### src/rtl/qif_neuron_array_if.sv
// qif_neuron_array_if: valid/ready bus between the synaptic accumulator, the QIF neuron array and the spike router
// Parameters: W (signed data width), CH_W (channel index width)
// Signals:
//   in_valid/in_ready   input sample handshake
//   in_ch, I_syn        target neuron index and signed synaptic current
//   out_valid/out_ready result handshake
//   out_ch, V_mem       neuron index and signed membrane value of the result
//   spike               neuron fired on this sample
// Modports: master drives samples and accepts results; slave is the neuron array
interface qif_neuron_array_if #(
   parameter int W    = 8,
   parameter int CH_W = 2
);
   logic                   in_valid;
   logic                   in_ready;
   logic [CH_W-1:0]        in_ch;
   logic signed [W-1:0]    I_syn;
   logic                   out_valid;
   logic                   out_ready;
   logic [CH_W-1:0]        out_ch;
   logic signed [W-1:0]    V_mem;
   logic                   spike;
   modport master (
      output in_valid, in_ch, I_syn, out_ready,
      input  in_ready, out_valid, out_ch, V_mem, spike
   );
   modport slave (
      input  in_valid, in_ch, I_syn, out_ready,
      output in_ready, out_valid, out_ch, V_mem, spike
   );
endinterface

### src/rtl/qif_neuron_array.sv
// qif_neuron_array: time-multiplexed array of NUM_CH quadratic integrate-and-fire neurons on one shared datapath
// Ports:
//   clk    rising-edge clock
//   rst_n  asynchronous active-low reset, clears all neuron state and the output register
//   bus    qif_neuron_array_if slave: sample in (in_valid/in_ready/in_ch/I_syn),
//          result out (out_valid/out_ready/out_ch/V_mem/spike)
// Per sample: V' = V + (V*V >> A_SHIFT) + I_syn, with spike, reset and refractory handling.
module qif_neuron_array #(
   parameter int W       = 8,
   parameter int NUM_CH  = 4,
   parameter int A_SHIFT = 5,
   parameter int V_PEAK  = 50,
   parameter int V_RESET = -20,
   parameter int REFRAC  = 2
) (
   input logic               clk,
   input logic               rst_n,
   qif_neuron_array_if.slave bus
);
   localparam int CH_W = NUM_CH > 1 ? $clog2(NUM_CH) : 1;
   localparam int RW   = REFRAC > 0 ? $clog2(REFRAC + 1) : 1;
   localparam logic signed [2*W:0] L_MAX  = (2*W+1)'(2**(W-1) - 1);
   localparam logic signed [2*W:0] L_MIN  = (2*W+1)'(-(2**(W-1)));
   localparam logic signed [2*W:0] L_PEAK = (2*W+1)'(V_PEAK);

   logic signed [W-1:0] r_v [NUM_CH];
   logic [RW-1:0]       r_rc [NUM_CH];
   logic                r_out_valid;
   logic                r_spike;
   logic [CH_W-1:0]     r_out_ch;
   logic signed [W-1:0] r_v_mem;

   logic                w_acc, w_ch_ok, w_ref, w_fire;
   logic [CH_W-1:0]     w_idx;
   logic signed [W-1:0] w_v, w_sat, w_v_nxt, w_mem;
   logic [2*W-1:0]      w_sq;
   logic signed [2*W:0] w_sum;
   logic [RW-1:0]       w_rc, w_rc_nxt;

   // one-deep output register: a new sample may enter whenever the held result leaves
   assign bus.in_ready  = !r_out_valid || bus.out_ready;
   assign bus.out_valid = r_out_valid;
   assign bus.out_ch    = r_out_ch;
   assign bus.V_mem     = r_v_mem;
   assign bus.spike     = r_spike;

   assign w_acc   = bus.in_valid && bus.in_ready;
   assign w_ch_ok = 32'(bus.in_ch) < NUM_CH;
   // out-of-range samples are dropped; steer their read to a legal entry so nothing reads past the array
   assign w_idx   = w_ch_ok ? CH_W'(bus.in_ch) : '0;
   assign w_v     = r_v[w_idx];
   assign w_rc    = r_rc[w_idx];

   // the square of a W-bit signed value always fits 2W bits as unsigned; the sum is wide enough never to wrap
   assign w_sq  = (2*W)'(w_v) * (2*W)'(w_v);
   assign w_sum = (2*W+1)'(w_v) + $signed({1'b0, w_sq >> A_SHIFT}) + (2*W+1)'(bus.I_syn);
   assign w_sat = w_sum > L_MAX ? W'(L_MAX) : w_sum < L_MIN ? W'(L_MIN) : w_sum[W-1:0];

   // refractory wins over threshold; threshold uses the unsaturated sum
   assign w_ref    = w_rc != '0;
   assign w_fire   = !w_ref && w_sum >= L_PEAK;
   assign w_v_nxt  = (w_ref || w_fire) ? W'(V_RESET) : w_sat;
   assign w_rc_nxt = w_ref ? w_rc - 1'b1 : w_fire ? RW'(REFRAC) : '0;
   assign w_mem    = w_ref ? W'(V_RESET) : w_fire ? W'(V_PEAK) : w_sat;

   always_ff @(posedge clk or negedge rst_n) begin
      if (!rst_n) begin
         for (int k = 0; k < NUM_CH; k++) begin
            r_v[k]  <= '0;
            r_rc[k] <= '0;
         end
         r_out_valid <= 1'b0;
         r_out_ch    <= '0;
         r_v_mem     <= '0;
         r_spike     <= 1'b0;
      end else begin
         if (w_acc && w_ch_ok) begin
            r_v[w_idx]  <= w_v_nxt;
            r_rc[w_idx] <= w_rc_nxt;
            r_out_ch    <= w_idx;
            r_v_mem     <= w_mem;
            r_spike     <= w_fire;
         end
         if (bus.in_ready)
            r_out_valid <= w_acc && w_ch_ok;
      end
   end
endmodule
### src/flat_wrapper.sv
// flat-port wrapper written by rule: the top's interface ports become plain ports
module qif_neuron_array_flat 
#(
   parameter int W       = 8,
   parameter int NUM_CH  = 4,
   parameter int A_SHIFT = 5,
   parameter int V_PEAK  = 50,
   parameter int V_RESET = -20,
   parameter int REFRAC  = 2
)
  (clk, rst_n, bus_in_valid, bus_in_ch, bus_I_syn, bus_out_ready, bus_in_ready, bus_out_valid, bus_out_ch, bus_V_mem, bus_spike);
  qif_neuron_array_if #(.W(W)) bus_i ();
  input logic clk;
  input logic rst_n;
  input wire logic [$bits(bus_i.in_valid)-1:0] bus_in_valid;
  input wire logic [$bits(bus_i.in_ch)-1:0] bus_in_ch;
  input wire logic [$bits(bus_i.I_syn)-1:0] bus_I_syn;
  input wire logic [$bits(bus_i.out_ready)-1:0] bus_out_ready;
  output wire logic [$bits(bus_i.in_ready)-1:0] bus_in_ready;
  output wire logic [$bits(bus_i.out_valid)-1:0] bus_out_valid;
  output wire logic [$bits(bus_i.out_ch)-1:0] bus_out_ch;
  output wire logic [$bits(bus_i.V_mem)-1:0] bus_V_mem;
  output wire logic [$bits(bus_i.spike)-1:0] bus_spike;
  assign bus_i.in_valid = bus_in_valid;
  assign bus_i.in_ch = bus_in_ch;
  assign bus_i.I_syn = bus_I_syn;
  assign bus_i.out_ready = bus_out_ready;
  assign bus_in_ready = bus_i.in_ready;
  assign bus_out_valid = bus_i.out_valid;
  assign bus_out_ch = bus_i.out_ch;
  assign bus_V_mem = bus_i.V_mem;
  assign bus_spike = bus_i.spike;
  qif_neuron_array #(.W(W), .NUM_CH(NUM_CH), .A_SHIFT(A_SHIFT), .V_PEAK(V_PEAK), .V_RESET(V_RESET), .REFRAC(REFRAC)) u_core (.clk(clk), .rst_n(rst_n), .bus(bus_i));
endmodule
### config.mk
export PLATFORM = sky130hd
export DESIGN_NAME = qif_neuron_array_flat
export DESIGN_NICKNAME = d
export VERILOG_FILES = /design/src/rtl/qif_neuron_array_if.sv /design/src/rtl/qif_neuron_array.sv /design/src/flat_wrapper.sv
export SDC_FILE = /design/constraint.sdc
export NUM_CORES = 1
export LEC_CHECK = 0
export ABC_AREA = 0
export CORE_ASPECT_RATIO = 1.2
export CORE_MARGIN = 2
export CORE_UTILIZATION = 50
export CTS_CLUSTER_DIAMETER = 200
export CTS_CLUSTER_SIZE = 28
export DETAILED_ROUTE_END_ITERATION = 8
export HOLD_SLACK_MARGIN = 0.06
export PLACE_DENSITY_LB_ADDON = 0.1
export SETUP_SLACK_MARGIN = 0.02
export SLEW_MARGIN = 30
export SYNTH_ARGS = -nofsm -noshare
export SYNTH_HDL_FRONTEND = slang
export SYNTH_SLANG_ARGS = --single-unit
### constraint.sdc
create_clock -name clk -period 10 [get_ports clk]
set_input_delay 2 -clock clk [delete_from_list [all_inputs] [get_ports clk]]
set_output_delay 2 -clock clk [all_outputs]
set_load 0.05 [all_outputs]
# Yosys cells after proc, flatten, opt, wreduce, memory -nomap -nowiden
# Cells that the tools add are included.
# op_classes
n_addsub	3
n_mul	1
magnitude_cmp	5
n_mux	19
n_bitwise	1
n_reduce_logical	8
# ops
operator	n
8-bit 2-to-1 mux	8
32-bit bitwise mux	1
17-bit by 7-bit >= comparator with 1-bit output, second input constant	1
17-bit by 8-bit greater-than comparator with 1-bit output, second input constant	1
17-bit by 8-bit less-than comparator with 1-bit output, second input constant	1
8-bit binary-select mux with 2-bit select	1
8-bit demux with 2-bit select	1
8-bit by 8-bit multiplier with 16-bit output	1
13-bit by 8-bit adder with 14-bit output	1
8-bit by 12-bit adder with 13-bit output	1
2-bit 2-to-1 mux	5
8-bit bitwise mux	1
2-bit binary-select mux with 2-bit select	1
2-bit demux with 2-bit select	1
3-bit >= comparator, second input constant	1
1-bit logical AND	3
3-bit by 1-bit less-than comparator with 1-bit output, second input constant	1
2-bit inverter with 3-bit output	1
1-bit logical NOT	2
1-bit logical OR	2
2-bit nonzero test	1
2-bit by 1-bit subtractor with 2-bit output, second input constant	1
# word_totals
ff_bits	52

# Longest topological paths before layout
# Gate-level depths: netlist of run 1.
# logic_depth
ltp_word	12
mapped_depth	34

# Least setup slack after synthesis of run 1
# OpenSTA, ideal clock, no wires.
# synth_timing
path_kind	input to register
startpoint	in bus_in_ch[0]
endpoint	reg u_core.r_v_mem[2], in the netlist u_core.bus.V_mem[2]
setup_ps	120
t_arrival_ps	9855
path_slack_ps	25
stages	29
n_path_buf	2
cell_sequence	buf_2 > clkbuf_1 > mux4_2 > inv_1 > nor2_1 > fa_1 > inv_1 > fa_1 > fa_1 > fa_1 > inv_1 > ha_1 > and3_1 > a21oi_1 > o211a_1 > o21ai_0 > a21oi_1 > xnor2_1 > fa_1 > inv_1 > ha_1 > and4_1 > a221o_1 > a31o_2 > a22oi_2 > mux2i_1 > and2_0 > nand2b_1 > a31o_2
# synth_via
elab_chain_len	12
word_cells_on_any_way	20
cone_classes	add/sub (2); mul (1); order compare (3); mux (10); bitwise (1); reduce/logical (3)
# synth_rtl
item	line	text
from (decl)	flat_wrapper.sv:16	input wire logic [$bits(bus_i.in_ch)-1:0] bus_in_ch;
2-bit inverter with 3-bit output (not written as such) (*)	qif_neuron_array.sv:51, qif_neuron_array.sv:52	
8-bit binary-select mux with 2-bit select	qif_neuron_array.sv:51	assign w_v = r_v[w_idx];
8-bit 2-to-1 mux (not written as such) (2 in series)	qif_neuron_array.sv:51	
8-bit by 8-bit multiplier with 16-bit output	qif_neuron_array.sv:55	assign w_sq = (2*W)'(w_v) * (2*W)'(w_v);
8-bit by 12-bit adder with 13-bit output	qif_neuron_array.sv:56	assign w_sum = (2*W+1)'(w_v) + $signed({1'b0, w_sq >> A_SHIFT}) + (2*W+1)'(bus.I_syn);
13-bit by 8-bit adder with 14-bit output	qif_neuron_array.sv:56	
17-bit by 8-bit less-than comparator with 1-bit output	qif_neuron_array.sv:57	assign w_sat = w_sum > L_MAX ? W'(L_MAX) : w_sum < L_MIN ? W'(L_MIN) : w_sum[W-1:0];
8-bit 2-to-1 mux (2 in series)	qif_neuron_array.sv:57	
8-bit 2-to-1 mux	qif_neuron_array.sv:64	assign w_mem = w_ref ? W'(V_RESET) : w_fire ? W'(V_PEAK) : w_sat;
8-bit 2-to-1 mux (*)	qif_neuron_array.sv:64	
to (signal assigned)	qif_neuron_array.sv:81	r_v_mem <= w_mem;
to (decl)	qif_neuron_array.sv:31	logic signed [W-1:0] r_v_mem;
# Mark *: on every way between the ends. The rest lies on a longest branch, timed or not. The select of a mux whose other input is x is not followed.
# A chain may end at the register's enable or synchronous reset.

# Worst setup path after layout of run 1
# layout_timing
startpoint	in bus_in_ch[1]
endpoint	reg u_core.r_v[24] in the netlist's numbering
# layout_via
elab_chain_len	12
word_cells_on_any_way	26
cone_classes	add/sub (2); mul (1); order compare (5); mux (12); bitwise (1); reduce/logical (5)
# layout_rtl
item	line	text
2-bit inverter with 3-bit output (not written as such) (*)	qif_neuron_array.sv:51, qif_neuron_array.sv:52, qif_neuron_array.sv:78	
8-bit binary-select mux with 2-bit select	qif_neuron_array.sv:51	
8-bit 2-to-1 mux (not written as such) (2 in series)	qif_neuron_array.sv:51	
8-bit by 8-bit multiplier with 16-bit output	qif_neuron_array.sv:55	
8-bit by 12-bit adder with 13-bit output	qif_neuron_array.sv:56	
13-bit by 8-bit adder with 14-bit output	qif_neuron_array.sv:56	
17-bit by 8-bit less-than comparator with 1-bit output / 17-bit by 7-bit >= comparator with 1-bit output (equally long branches)	qif_neuron_array.sv:57, qif_neuron_array.sv:61	
8-bit 2-to-1 mux / 1-bit logical AND (equally long branches)	qif_neuron_array.sv:57, qif_neuron_array.sv:61	
8-bit 2-to-1 mux / 1-bit logical OR (equally long branches)	qif_neuron_array.sv:57, qif_neuron_array.sv:62	
8-bit 2-to-1 mux	qif_neuron_array.sv:62	assign w_v_nxt = (w_ref || w_fire) ? W'(V_RESET) : w_sat;
32-bit bitwise mux (*)	qif_neuron_array.sv:78	r_v[w_idx] <= w_v_nxt;
to (signal, indexed assignment)	qif_neuron_array.sv:78	
to (decl)	qif_neuron_array.sv:26	logic signed [W-1:0] r_v [NUM_CH];
# Marks and branches as above.

==> results.json, run 1 <==
{
  "placed_cells": 809,
  "grt_max_degree": 53,
  "slowest_delay_ps": 520,
  "rr_startpoint": "u_core.r_v[5]",
  "drv_slew": 0,
  "yosys.area_share.adder_pct": 28.9,
  "grt_overflow_total": 0,
  "finalCritPeriodShare_pct": 96.6,
  "cp-start-kind": "primary input",
  "worst_pin_slew_ps": 1010,
  "setup.worst_path.end_class": "flip-flop",
  "dp_hpwl_mm": 10.9,
  "ff2ff_path_depth": 31,
  "ys_types": 59,
  "grt_pass1_wl_mm": 22.2,
  "post_drt_via_cell_ratio": 5.43,
  "ys.flop_type": "dfrtp_1",
  "synth.area.top_cells": "dfrtp_1 24%, fa_1 19%, ha_1 9.4%",
  "final_cells": 825,
  "synth-simple-area-share_pct": 13.0,
  "r2r_setup_slack_ps": 2200,
  "drt_iter0_markers": 123,
  "whs_endpoint": "u_core.r_rc[0]",
  "dieArea_um2": 11800,
  "clockBufferDepth": 2,
  "synth_xor_area_share_pct": 4.15,
  "synth_edf_count": 0,
  "drc_errors": 0,
  "antennaDiodeCount": 0,
  "synth_common_cells": "104 x inv_1, 53 x fa_1, 53 x nand2_1, 52 x dfrtp_1, 49 x nor2_1",
  "worstHoldPathCells": 2,
  "hp-class": "reg2reg",
  "synth_top_family_by_area": "adder cells",
  "fp.dieW_um": 99.3,
  "synth_compound_area_share_pct": 14.5,
  "n_fill_cell": 880,
  "gp_congestion": 0.923,
  "syn_to_final_growth_pct": 27.8,
  "die_h_um": 118,
  "wl_mm": 13.5,
  "critPathKind": "in2reg",
  "path_clk_slew_ps": 70,
  "fin_tns_setup_ps": 0,
  "via_count": 4478,
  "critical_path.max_fanout": 8,
  "r2r-end": "u_core.r_v[24]",
  "ys_seq_elements": 52,
  "min_from": "u_core.r_rc[0]",
  "synth_top_area_share_pct": 23.9,
  "synthCells": 577,
  "critPathSlowestCell": "fa_1",
  "port_buffers": 26,
  "pin_count": 27,
  "track_usage_pct": 23.5,
  "synth.most_common_cell": "inv_1",
  "fin_skew_ps": 6.69,
  "core-area_um2": 10600,
  "wl_per_cell_um": 16.4,
  "nNetsFinal": 803,
  "yosysWarnings": 0,
  "max_freq_mhz": 103,
  "start_util_pct": 51.6,
  "rows": 41,
  "antenna_left": 0,
  "first_pass_iters": 4,
  "syn_area_um2": 5450,
  "async_flop_share_pct": 100,
  "cts_tree": "done",
  "antenna_found_initial": 0,
  "required_ps": 10220,
  "cts_buffers": 5,
  "h-tree-depth": 2,
  "synth_mux_area_share_pct": 7.18,
  "synth_area_per_cell_um2": 9.45,
  "yosysTopAreaCell": "dfrtp_1",
  "root_buffer": "clkbuf_16",
  "finalSetupViolCount": 0,
  "grt_pass1_vias": 4651,
  "hold_viol": 0,
  "clkLatencyLatePin_ps": 300,
  "seq_area_um2": 1300,
  "maxCapViolations": 0,
  "ys_seq_area_share_pct": 23.9,
  "multiInputGateArea_um2": 3930,
  "cts-hold-fix-buffers": 0,
  "period_needed_ps": 9660,
  "status": "completed",
  "cp_data_arrival_time_ps": 9890,
  "synth_nets": 685,
  "relSlewSlack_pct": 32.2,
  "cts.sinks": 52,
  "drive_above_1_share_pct": 27.0,
  "crit_top_cell": "fa_1"
}
## cells by family after synthesis
kind of cell,Yosys count
adders and majority gates,94
and+or+nand+nor,153
buffers and inverters,121
AOI/OAI and AO/OA,106
muxes,26
xor gates and xnor gates,25
DFF,52
## flip-flops by register name, summed over array words and instances (netlist names)
register,count
u_core.bus.out_ch,2
u_core.r_v,32
u_core.r_rc,8
u_core.bus.V_mem,8
u_core.bus.out_valid,1
u_core.bus.spike,1
## cell type report
class	instances	area share, %
multi-input combinational	404	56.4
sequential	52	18.7
inverter	106	5.80
clock buffer	6	1.85
tap	129	2.32
clock inverter	2	0.233
timing repair buffer	126	14.7
## how the worst max path moves through the flow
stage | endpoint | cells past startpoint | from | slack (ps)
3_3_place_gp | u_core.r_v[13] | 30 | bus_in_ch[0] | -200
4_1_cts | u_core.r_v[29] | 33 | bus_in_ch[0] | 30
3_5_place_dp | u_core.r_v[29] | 33 | bus_in_ch[0] | -370
2_1_floorplan | u_core.bus.V_mem[2] | 29 | bus_in_ch[0] | 30
6_report | u_core.r_v[24] | 31 | bus_in_ch[1] | 340
5_1_grt | u_core.r_v[21] | 35 | bus_in_ch[1] | -50
## routing by layer
layer  vias to the layer above  track usage (%)  wire (µm)
li1                       2162                -          -
met3                        15             2.31        258
met4                         0             4.88        197
met5                         -                0          0
met1                      2240             30.0       5650
met2                        61             43.0       7390
## metrics by stage
step | utilization, % | worst slack [ps] | hold slack [ps] | area, µm²
4_1_cts | 62.9 | 29.1 | 479 | 6650
3_5_place_dp | 61.5 | -366 | 464 | 6500
3_3_place_gp | 61.5 | -204 | 454 | 6500
2_1_floorplan | - | 25.3 | 441 | 5450
6_report | 65.9 | 335 | 478 | 6970
5_1_grt | 65.9 | -49.3 | 500 | 6970
## critical path: cells and delay by family
| kind | cells | cell delay [ps] |
|---|---|---|
| muxes | 1 | 250 |
| buffers and inverters | 8 | 1570 |
| and+or+nand+nor | 5 | 1140 |
| adders and majority gates | 7 | 3100 |
| AOI/OAI and AO/OA | 8 | 1520 |
| xor gates and xnor gates | 2 | 290 |
## timing repair
action                                  in CTS  in global routing
setup buffers                                0                  8
hold endpoints to repair                     0                  0
pin swaps                                    1                 23
resized for setup                            2                 63
endpoints found under the setup margin      25                 44
## layout by cell type (no fill, tap or decap), types with 3 or more instances in the layout
cell type        count
a31oi_2              3
nor2_1              49
clkdlybuf4s50_1     24
nor2b_1              3
dfrtp_1             52
mux2_2               8
a211o_1              3
xor2_1               7
mux2_4               7
o21ai_1              8
o31ai_2              6
a21oi_1              9
nand3_1              5
inv_1               99
clkbuf_16            5
nand2b_1             6
o31ai_1              4
a31o_2               5
fa_1                52
nor3_1               5
a211oi_2             4
nand2_2              5
inv_2                4
and2_1               6
buf_4               96
mux4_2               9
ha_1                38
o21ai_0             13
a21o_1               4
or2_2                3
a31oi_1             15
o21bai_1             4
buf_6                4
nor3b_1              5
nand2_1             49
and3_1               3
xnor2_1             16
Power of run 1 is left out: the tool's default activity adds up to more than one toggle a clock period on the data nets, which glitch-free logic cannot reach.
==> run 2, diff against run 1 <==
--- a/config.mk
+++ b/config.mk
@@ -7,7 +7,7 @@
 export LEC_CHECK = 0
 export ABC_AREA = 0
 export CORE_ASPECT_RATIO = 1.2
-export CORE_MARGIN = 2
+export CORE_MARGIN = 4
 export CORE_UTILIZATION = 50
 export CTS_CLUSTER_DIAMETER = 200
 export CTS_CLUSTER_SIZE = 28
==> run 2 against run 1 <==
Sequential share of layout area decreased by 0.54 points. Critical path type unchanged. Worst setup slack got worse by 37 ps. Non-clock buffer count increased by 12. Critical path depth increased by 6. Utilization increased by 2.0 points. Count of clock-buffer cells in the layout increased by 1. Die area increased by 7.5%. Fmax decreased by 0.38%. Final cell count increased by 1.5%. Clock skew decreased by 3.3 ps. Critical endpoint is now u_core.bus.V_mem[2]. Largest cell class unchanged.
==> results.json, run 2 (same netlist as run 1, synthesis figures left out) <==
{
  "maxCapViolations": 0,
  "crit_top_cell": "buf_4",
  "fin_skew_ps": 3.35,
  "worstHoldPathCells": 2,
  "rows": 41,
  "wl_per_cell_um": 16.2,
  "critPathKind": "in2reg",
  "required_ps": 10180,
  "cts.sinks": 52,
  "syn_to_final_growth_pct": 31.6,
  "cp_data_arrival_time_ps": 9890,
  "port_buffers": 26,
  "critPathSlowestCell": "fa_1",
  "antenna_found_initial": 0,
  "cts_tree": "done",
  "wl_mm": 13.6,
  "post_drt_via_cell_ratio": 5.36,
  "critical_path.max_fanout": 6,
  "gp_congestion": 0.872,
  "drt_iter0_markers": 144,
  "finalCritPeriodShare_pct": 97.0,
  "min_from": "u_core.r_v[24]",
  "track_usage_pct": 21.7,
  "final_common_cell": "buf_4",
  "pin_count": 27,
  "rr_startpoint": "u_core.r_v[7]",
  "nNetsFinal": 815,
  "dp_hpwl_mm": 10.8,
  "timing.final.ws_setup_ps": 298,
  "dieArea_um2": 12600,
  "largest_reg_flops": 32,
  "root_buffer": "clkbuf_16",
  "drive_above_1_share_pct": 30.1,
  "path_clk_slew_ps": 60,
  "relSlewSlack_pct": 30.0,
  "final_cell_area_um2": 7180,
  "grt_pass1_wl_mm": 21.7,
  "drc_errors": 0,
  "grt_overflow_total": 0,
  "place_ws_ps": -403,
  "slowest_delay_ps": 560,
  "setup.worst_path.end_class": "flip-flop",
  "n_fill_cell": 837,
  "period_needed_ps": 9700,
  "post_dp_cell_area_um2": 6580,
  "core-area_um2": 10600,
  "via_count": 4485,
  "die_h_um": 122,
  "cts_buffers": 5,
  "holdWs_ps": 480,
  "worst_pin_slew_ps": 1050,
  "max_freq_mhz": 103,
  "first_pass_iters": 4,
  "antennaDiodeCount": 0,
  "hold_viol": 0,
  "clkLatencyLatePin_ps": 290,
  "antenna_left": 0,
  "fp.dieW_um": 103,
  "finalSetupViolCount": 0,
  "final_cell_mix": "103 x buf_4, 99 x inv_1, 53 x fa_1",
  "grt_max_degree": 53,
  "crit_start": "bus_in_ch[1]",
  "status": "completed",
  "grt_pass1_vias": 4630,
  "top_register": "u_core.r_v",
  "clockBufferDepth": 2,
  "ff2ff_path_depth": 33,
  "hp-class": "reg2reg",
  "start_util_pct": 51.6,
  "cp-start-kind": "primary input",
  "h-tree-depth": 2,
  "drv_slew": 0
}
run 2: cell count changes in the layout (fill, tap and decap cells not counted), moves of 3 or more:
cell     change
xnor2_2      +3
a31oi_1      +3
ha_4         +3
buf_4        +7
buf_6        +3
o21ai_2      +4
o21ai_1      -5
a31oi_2      -3
run 2: path summary, 6_finish.rpt:
path                                        to  slack [ps]
setup / recovery           u_core.bus.V_mem[2]         300
hold / removal                  u_core.r_v[24]         480
setup reg to reg           u_core.bus.V_mem[2]        2240
hold reg to reg                 u_core.r_v[24]         480
max in group asynchronous  u_core.bus.V_mem[4]        7740
min in group asynchronous       u_core.r_rc[6]        1810
run 2: layer usage:
metal / GRT usage, % / part of all wire (%)
met1: 27.5 / 42
met2: 39.3 / 54
met3: 1.82 / 1.9
met4: 5.91 / 1.8
met5: 0 / 0
run 2: per-stage QoR:
stage          util (%)  cells  TNS (ps)
3_5_place_dp       62.3    818    -13530
6_report           67.9    837         0
5_1_grt            67.9    837      -704
4_1_cts            64.1    827     -1.04
3_3_place_gp       62.3    818     -8110
2_1_floorplan         -    577         0
run 2: cell type report:
| class | instances | area, µm² | area share (%) |
|---|---|---|---|
| inverters | 106 | 403 | 5.61 |
| well taps | 129 | 161 | 2.25 |
| clock buffers | 7 | 153 | 2.13 |
| multi-input cells | 404 | 3970 | 55.4 |
| repair buffers | 138 | 1150 | 16.1 |
| flip-flops and latches | 52 | 1300 | 18.1 |
| clock inverters | 1 | 30.0 | 0.418 |
run 2: what timing repair did:
action / 4_1_cts / 5_1_grt
gates cloned: 0 / 1
pin swaps: 0 / 34
endpoints found under the hold margin: 0 / 0
hold buffers: 0 / 0
setup endpoints to repair: 36 / 45
gates resized for setup: 2 / 74
setup buffers: 1 / 9
run 2: worst max-delay path: cells and delay by family:
kind	cells	cell delay, ps
mux	2	400
simple gates	3	340
fa+ha+maj	7	2940
xor+xnor	1	230
buf+inv	15	2130
compound gates	9	1850
Power of run 2 is left out for the same reason.
